`config.mk`:
```
export PLATFORM = sky130hd
export DESIGN_NAME = systolic_job_scheduler
export DESIGN_NICKNAME = d
export VERILOG_FILES = /design/src/rtl/systolic_sched_pkg.sv /design/src/rtl/rr_arbiter.sv /design/src/rtl/systolic_job_scheduler.sv
export SDC_FILE = /design/constraint.sdc
export NUM_CORES = 1
export LEC_CHECK = 0
export BUFFER_PORTS_ARGS = -buffer_cell sky130_fd_sc_hd__buf_2
export CORE_AREA = 2 2 201 203
export DETAILED_ROUTE_END_ITERATION = 7
export DIE_AREA = 0 0 203 205
export GPL_ROUTABILITY_DRIVEN = 0
export PLACE_DENSITY_LB_ADDON = 0.3
export SYNTH_ARGS = -nofsm -noshare
export SYNTH_HDL_FRONTEND = slang
export SYNTH_SLANG_ARGS = --single-unit
```
`constraint.sdc`:
```
create_clock -name clock -period 1.4 [get_ports clock]
set_clock_uncertainty 0.05 [all_clocks]
set_input_delay 0 -clock clock [delete_from_list [all_inputs] [get_ports clock]]
set_output_delay 0 -clock clock [all_outputs]
set_load 0.1 [all_outputs]
```
`src/rtl/systolic_sched_pkg.sv`:
```
// Shared types and helpers for the systolic job scheduler and its round-robin arbiter.
package systolic_sched_pkg;

  typedef enum logic [2:0] {
    S_IDLE  = 3'd0,
    S_CLEAR = 3'd1,
    S_START = 3'd2,
    S_RUN   = 3'd3,
    S_DONE  = 3'd4
  } sched_state_e;

  // Requester index width; never narrower than one bit.
  function automatic int unsigned req_idx_width(input int unsigned nreq);
    return (nreq <= 1) ? 1 : $clog2(nreq);
  endfunction

endpackage

```
`src/rtl/rr_arbiter.sv`:
```
// Round-robin arbiter: one-hot grant searched from the requester after the last grant.
module rr_arbiter
  import systolic_sched_pkg::*;
#(
  parameter  int unsigned NREQ = 2,
  localparam int unsigned IDXW = req_idx_width(NREQ)
) (
  input  logic            clock,
  input  logic            nreset,
  input  logic [NREQ-1:0] req,
  input  logic            advance,
  output logic [NREQ-1:0] grant_c,
  output logic [IDXW-1:0] grant_idx_c,
  output logic            any_c
);

  logic [IDXW-1:0] ptr_q;
  logic [IDXW-1:0] cand;
  logic            found;

  assign any_c = |req;

  // Rotating priority search starting one past the last granted requester.
  always_comb begin
    grant_c     = '0;
    grant_idx_c = '0;
    cand        = '0;
    found       = 1'b0;
    for (int unsigned i = 1; i <= NREQ; i++) begin
      cand = IDXW'((32'(ptr_q) + i) % NREQ);
      if (!found && req[cand]) begin
        found         = 1'b1;
        grant_c[cand] = 1'b1;
        grant_idx_c   = cand;
      end
    end
  end

  // Pointer resets to the last requester so requester 0 wins first.
  always_ff @(posedge clock) begin
    if (!nreset) begin
      ptr_q <= IDXW'(NREQ - 1);
    end else if (advance && any_c) begin
      ptr_q <= grant_idx_c;
    end
  end

endmodule

```
`src/rtl/systolic_job_scheduler.sv`:
```
// Serialises matrix-multiply jobs from several requesters onto one systolic array.
// Optional RUN watchdog enabled by defining SYSTOLIC_SCHED_TIMEOUT_EN.
module systolic_job_scheduler
  import systolic_sched_pkg::*;
#(
  parameter  int unsigned WIDTH       = 16,
  parameter  int unsigned WIDTHx      = 4,
  parameter  int unsigned SIZE        = 3,
  parameter  int unsigned NREQ        = 2,
  parameter  int unsigned TIMEOUT_CYC = 4 * SIZE + 4,
  localparam int unsigned IDXW        = req_idx_width(NREQ)
) (
  input  logic                                           clock,
  input  logic                                           nreset,
  input  logic [NREQ-1:0]                                req_valid,
  output logic [NREQ-1:0]                                req_ready,
  input  logic [NREQ-1:0][SIZE-1:0][SIZE-1:0][WIDTHx-1:0] req_a,
  input  logic [NREQ-1:0][SIZE-1:0][SIZE-1:0][WIDTHx-1:0] req_b,
  output logic                                           mm_nreset,
  output logic                                           mm_valid,
  output logic [SIZE-1:0][SIZE-1:0][WIDTHx-1:0]          mm_a,
  output logic [SIZE-1:0][SIZE-1:0][WIDTHx-1:0]          mm_b,
  input  logic                                           mm_ready,
  input  logic [SIZE-1:0][SIZE-1:0][WIDTH-1:0]           mm_c,
  output logic                                           rsp_valid,
  input  logic                                           rsp_ready,
  output logic [IDXW-1:0]                                rsp_id,
  output logic [SIZE-1:0][SIZE-1:0][WIDTH-1:0]           rsp_c,
  output logic                                           rsp_err
);

  if ((NREQ < 2) || (NREQ > 8)) begin : g_bad_nreq
    $error("systolic_job_scheduler: NREQ must be within 2..8");
  end
  if (TIMEOUT_CYC < 1) begin : g_bad_timeout
    $error("systolic_job_scheduler: TIMEOUT_CYC must be at least 1");
  end

  sched_state_e    state_q;
  sched_state_e    state_d;
  logic [NREQ-1:0] grant_c;
  logic [IDXW-1:0] grant_idx_c;
  logic            req_any_c;
  logic            accept_c;
  logic            capture_c;
  logic            mm_nreset_q;

  rr_arbiter #(
    .NREQ (NREQ)
  ) u_arb (
    .clock       (clock),
    .nreset      (nreset),
    .req         (req_valid),
    .advance     (accept_c),
    .grant_c     (grant_c),
    .grant_idx_c (grant_idx_c),
    .any_c       (req_any_c)
  );

`ifdef SYSTOLIC_SCHED_TIMEOUT_EN
  localparam int unsigned CNTW = $clog2(TIMEOUT_CYC + 1);

  logic [CNTW-1:0] run_cnt_q;
  logic            timeout_c;
`endif

  // Next-state and per-cycle strobes.
  always_comb begin
    state_d   = state_q;
    accept_c  = 1'b0;
    capture_c = 1'b0;
`ifdef SYSTOLIC_SCHED_TIMEOUT_EN
    timeout_c = 1'b0;
`endif
    unique case (state_q)
      S_IDLE: begin
        if (req_any_c) begin
          accept_c = 1'b1;
          state_d  = S_CLEAR;
        end
      end
      S_CLEAR: state_d = S_START;
      S_START: state_d = S_RUN;
      S_RUN: begin
        if (mm_ready) begin
          capture_c = 1'b1;
          state_d   = S_DONE;
        end
`ifdef SYSTOLIC_SCHED_TIMEOUT_EN
        else if (run_cnt_q == CNTW'(TIMEOUT_CYC - 1)) begin
          timeout_c = 1'b1;
          state_d   = S_DONE;
        end
`endif
      end
      S_DONE: begin
        if (rsp_ready) state_d = S_IDLE;
      end
      default: state_d = S_IDLE;
    endcase
  end

  // Accept pulse must coincide with the requester's valid, so it is decoded, not registered.
  assign req_ready = (accept_c && nreset) ? grant_c : '0;
  assign mm_nreset = nreset & mm_nreset_q;

  always_ff @(posedge clock) begin
    if (!nreset) begin
      state_q     <= S_IDLE;
      mm_valid    <= 1'b0;
      mm_nreset_q <= 1'b1;
      rsp_valid   <= 1'b0;
      rsp_id      <= '0;
      rsp_c       <= '0;
      mm_a        <= '0;
      mm_b        <= '0;
    end else begin
      state_q     <= state_d;
      mm_valid    <= (state_d == S_START);
      mm_nreset_q <= (state_d != S_CLEAR);
      rsp_valid   <= (state_d == S_DONE);
      if (accept_c) begin
        mm_a   <= req_a[grant_idx_c];
        mm_b   <= req_b[grant_idx_c];
        rsp_id <= grant_idx_c;
      end
      if (capture_c) begin
        rsp_c <= mm_c;
      end
`ifdef SYSTOLIC_SCHED_TIMEOUT_EN
      else if (timeout_c) begin
        rsp_c <= '0;
      end
`endif
    end
  end

`ifdef SYSTOLIC_SCHED_TIMEOUT_EN
  // Counts RUN cycles; restarts every time RUN is entered.
  always_ff @(posedge clock) begin
    if (!nreset) begin
      run_cnt_q <= '0;
      rsp_err   <= 1'b0;
    end else begin
      if (state_q == S_RUN) run_cnt_q <= run_cnt_q + CNTW'(1);
      else                  run_cnt_q <= '0;
      if (capture_c)      rsp_err <= 1'b0;
      else if (timeout_c) rsp_err <= 1'b1;
    end
  end
`else
  assign rsp_err = 1'b0;
`endif

endmodule

```
Word-level counts from Yosys, hierarchy flattened

Index checks and enable logic that the tools add are counted.

Input port bits: 294
Register bits after elaboration: 224

Equality and inequality tests: 7
$lt $le $gt $ge: 5
$add $sub $neg: 2
Bitwise operators: 2
Reductions and logical operators: 8
Multiplexer cells: 26

Operators with widths:

| kind                                                        | number |
|---|---|
| 2-to-1 mux 36 bit                                           | 4 |
| one-hot mux 3 bit (5 select lines)                          | 1 |
| 2-to-1 mux 1 bit                                            | 13 |
| equality test 3 x 2 -> 1 bit (second input constant)        | 3 |
| 2-to-1 mux 3 bit                                            | 3 |
| equality test 3 bit (second input constant)                 | 2 |
| less-than comparator 1 x 2 -> 1 bit (second input constant) | 3 |
| 2-to-1 mux 2 bit                                            | 3 |
| logical AND 1 bit                                           | 5 |
| equality test 3 x 1 -> 1 bit (second input constant)        | 1 |
| logical NOT 3 bit                                           | 1 |
| != test 3 x 1 -> 1 bit (second input constant)              | 1 |
| adder 1 bit (second input constant)                         | 2 |
| demux 1 bit (select 1 bit)                                  | 2 |
| greater-or-equal comparator 1 bit (second input constant)   | 2 |
| bitwise OR 2 bit                                            | 1 |
| OR reduction 2 bit                                          | 1 |
| AND 1 bit                                                   | 1 |
| logical NOT 1 bit                                           | 1 |

Depth between registers and ports, before layout

Word-level depth: 9
Depth in mapped cells: 7
Mapped depth without buffers: 3

Cells and area by module

From an unflattened synthesis, not the netlist that was laid out.

Cells, all modules: 998
Area, all modules: 8797.2 um^2

Modules (own cells, without submodules):

| module                 | instances | area an instance (um^2) | cells each |
|---|---|---|---|
| systolic_job_scheduler | 1         | 8724.6                  | 989 |
| rr_arbiter             | 1         | 72.6                    | 9 |

Worst setup path before layout

No wires, ideal clock.

Path type: reg2out
Start point: reg state_q[0]
End point: out req_ready[0]
Required time: 1.350 ns
Path slack: -0.984 ns
Cell stages (with the launch flop): 6
Buffers on the path: 2
Data arrival time: 2.334 ns
Cells stage by stage: dfxtp_1 -> buf_6 -> nor4b_4 -> o21ai_4 -> buf_6 -> nor2_1

Cells in the longest elaborated chain, start to end: 4

RTL lines:

| element                | RTL line                      | source |
|---|---|---|
| from (decl)            | systolic_job_scheduler.sv:39  | `sched_state_e state_q;` |
| from (signal assigned) | systolic_job_scheduler.sv:118 | `state_q <= state_d;` |
| logical NOT 3 bit      | systolic_job_scheduler.sv:75  | `unique case (state_q)` |
| 2-to-1 mux 1 bit       | systolic_job_scheduler.sv:75  |  |
| logical AND 1 bit      | systolic_job_scheduler.sv:104 | `assign req_ready = (accept_c && nreset) ? grant_c : '0;` |
| 2-to-1 mux 2 bit       | systolic_job_scheduler.sv:104 |  |
| to (decl)              | systolic_job_scheduler.sv:16  | `output logic [NREQ-1:0] req_ready,` |

Every way passes these cells.

Final worst setup path

Ends and elaborated chain as after synthesis.

==> flow_metrics.py <==
metrics = {
    "worst_setup_path": {
        "arrival_ns": 1.80,
        "r2r_start": "state_q[1]",
        "worst-setup-path-type": "reg2out",
        "r2r_cells": 6,
        "cp.required_ns": 1.35,
        "reg2reg_to": "mm_b[2]",
        "worstPathMaxFanout": 5,
        "critical_path.startpoint_type": "flip-flop",
        "endpoint_kind": "output pin",
        "rrSetupSlack_ns": -0.42,
    },
    "floorplanning": {
        "dieWidth_um": 203,
        "fp.dieH_um": 205,
        "num_rows": 73,
        "core_mm2": 0.0394,
        "pin_count": 517,
        "initial_core_util": 0.221,
        "dieArea_mm2": 0.0416,
    },
    "synth": {
        "synthesis.area_mm2": 0.00870,
        "synthArstFlopShare": 0,
        "synth_seq_cells": 224,
        "yosysUniqueCellTypes": 31,
        "synth_ff_type": "dfxtp_1",
        "syn_nets": 1303,
        "synth_edf_count": 0,
        "seq_area_frac_synth": 0.515,
        "synth.most_common_cell": "dfxtp_1",
        "synth.top_cells.by_count": "dfxtp_1 (224), nand2_1 (219), o21ai_0 (148), nand3_1 (144), o21ai_1 (70)",
        "yosys.area.top_type_share": 0.515,
        "ys.warnings.count": 0,
        "syn_inst": 1009,
        "syn_area_per_cell_um2": 8.63,
        "synth.top_cells.by_area": "dfxtp_1 (52%), nand2_1 (9.4%), o21ai_0 (8.5%)",
        "synth_top_area_cell": "dfxtp_1",
    },
    "timing": {
        "setup_viol": 227,
        "period_minus_slack_ns": 1.85,
        "slew_violations": 0,
        "timing.final.ws_setup_ns": -0.448,
        "clock.fmax_mhz": 541,
        "finalHoldViolCount": 0,
        "maxSlewHeadroom": 0.531,
        "fin_crit_sh": 1.32,
        "grt_setup_unrepaired": "true",
        "max_slew.worst_pin.slew_ns": 0.703,
    },
    "route": {
        "dr.pass1.iters": 7,
        "num_vias": 11493,
        "wire_per_inst_um": 18.7,
        "drc": 0,
        "drt_wl_total_mm": 45.3,
        "ant_nets": 0,
        "via_per_inst": 4.73,
        "drt_iter0_markers": 632,
    },
    "global_routing": {
        "grt_pass1_wl_mm": 56.3,
        "grt_pass1_vias": 10584,
        "gr-total-overflow": 0,
        "antenna_found_initial": 3,
        "grt_start_max_net_pins": 74,
        "track_usage": 0.167,
    },
    "worst_hold_path": {
        "hp-start": "nreset",
        "hp-class": "in2reg",
        "hold_depth": 4,
        "hold_end": "mm_nreset_q",
    },
    "place": {
        "dp.cells": 1991,
        "port_buffers": 515,
        "post_dp_cell_area_mm2": 0.0120,
        "hpwl_mm": 23.9,
    },
    "clock_network": {
        "clockBufferDepth": 3,
        "cts_inserted_buffers": 27,
        "clkLatencyLatePin_ns": 0.54,
        "clkTransAtPathRegs_ns": 0.05,
        "cts_max_level": 1,
        "cts_tree": "built",
        "cts.sinks": 224,
        "clock-root-buffer": "clkbuf_16",
    },
    "layout": {
        "design_area_mm2": 0.0190,
        "drive_gt1_frac": 0.493,
        "final_nets": 2178,
        "fin_cells": 2429,
        "syn_to_final_growth_pct": 118,
    },
    "power_and_ir_drop": {
        "p_per_area_mw_per_mm2": 1160,
        "ir_drop_mv": 0.900,
        "leakagePower_nw": 8.25,
    },
    "outcome": {
        "status": "complete, but fails checks",
        "violations": "negative setup slack",
    },
    "flow_run": {
        "max_cap_viol_count": 0,
    },
}
## sequential cells by signal, indices dropped and copies added (netlist names), 3 cells and up
signal   cells
mm_a        36
mm_b        36
rsp_c      144
state_q      3
## cell families after synthesis
| family | synth area share |
|---|---|
| other | 0.000431 |
| flip-flops | 0.515 |
| AO/OA/AOI/OAI | 0.224 |
| AND/OR/NAND/NOR | 0.190 |
| buffers and inverters | 0.0696 |
## critical path: stages (launching register included)
cell and delay [ns]:
dfxtp_4 0.37, nor4b_4 0.37, o21ai_4 0.11, buf_8 0.14, nor2_4 0.09, buf_12 0.18
## placed cells by master (no fill, tap or decap), types with 2 or more instances in the layout
cell type,Yosys,final
dfxtp_1,224,221
clkbuf_16,0,59
nand3_4,0,6
nor2_4,0,2
clkbuf_1,65,5
clkinv_2,0,3
inv_1,4,4
clkbuf_8,0,7
o21ai_4,1,6
a21oi_1,3,2
nor4b_4,1,2
clkbuf_4,0,106
o221a_1,47,47
bufinv_16,0,3
o221a_2,25,25
buf_16,0,13
buf_6,22,18
buf_2,16,403
o21ai_2,0,76
dfxtp_4,0,2
o21ai_1,70,135
o21ai_0,148,2
nand3_1,144,6
buf_4,2,31
nand3_2,0,132
buf_8,0,11
dlygate4sd3_1,0,312
buf_12,0,25
diode_2,0,4
nand2_1,219,218
## layout make-up
class	count	area [µm²]
antenna	4	10.0
inverter	4	15.0
clock inverter	6	105
fill	3365	20400
timing repair buffer	952	8210
tap	525	657
clock buffer	39	791
multi-input combinational	675	4730
sequential	224	4490
## what timing repair did
| item | CTS | global route |
|---|---|---|
| hold buffers | 313 | 0 |
| pin swaps | 15 | 126 |
| buffers inserted | 13 | 12 |
| setup endpoints to repair | 251 | 329 |
| endpoints found under the hold margin | 223 | 0 |
| gates resized for setup | 78 | 485 |
| cloned | 11 | 43 |
## per-stage QoR
stage          setup TNS [ns]  total power [mW]  worst slack [ns]   util  hold WS [ns]
4_1_cts                -48.38              21.1            -0.477  0.421        0.0976
5_1_grt                -73.77              22.8            -0.499  0.483         0.137
3_5_place_dp           -52.81              13.0            -0.324  0.305         0.174
6_report               -60.53              22.1            -0.448  0.483         0.119
3_3_place_gp           -52.56              13.0            -0.307  0.305         0.171
2_1_floorplan           -5.62              11.8            -0.195      -        0.0427
## report_power, final
part	internal, mW	switching, mW	leakage, nW
registers	6.84	0.307	1.83
logic	2.54	5.19	5.98
clock network	4.41	2.81	0.443
total	13.8	8.30	8.25
## how the worst max path moves through the flow
| stage | from | to | slack (ns) |
|---|---|---|---|
| 2_1_floorplan | state_q[0] | req_ready[0] | -0.19 |
| 3_3_place_gp | state_q[0] | rsp_c[45] | -0.31 |
| 3_5_place_dp | state_q[0] | rsp_c[9] | -0.32 |
| 4_1_cts | state_q[1] | req_ready[0] | -0.48 |
| 5_1_grt | state_q[0] | req_ready[0] | -0.50 |
| 6_report | state_q[0] | req_ready[0] | -0.45 |
## routing by layer
metal	wire [µm]	track usage
met1	16400	0.185
met2	23100	0.296
met3	3520	0.0434
met4	2310	0.0819
met5	0	0
(Power assumes the default switching activity.)
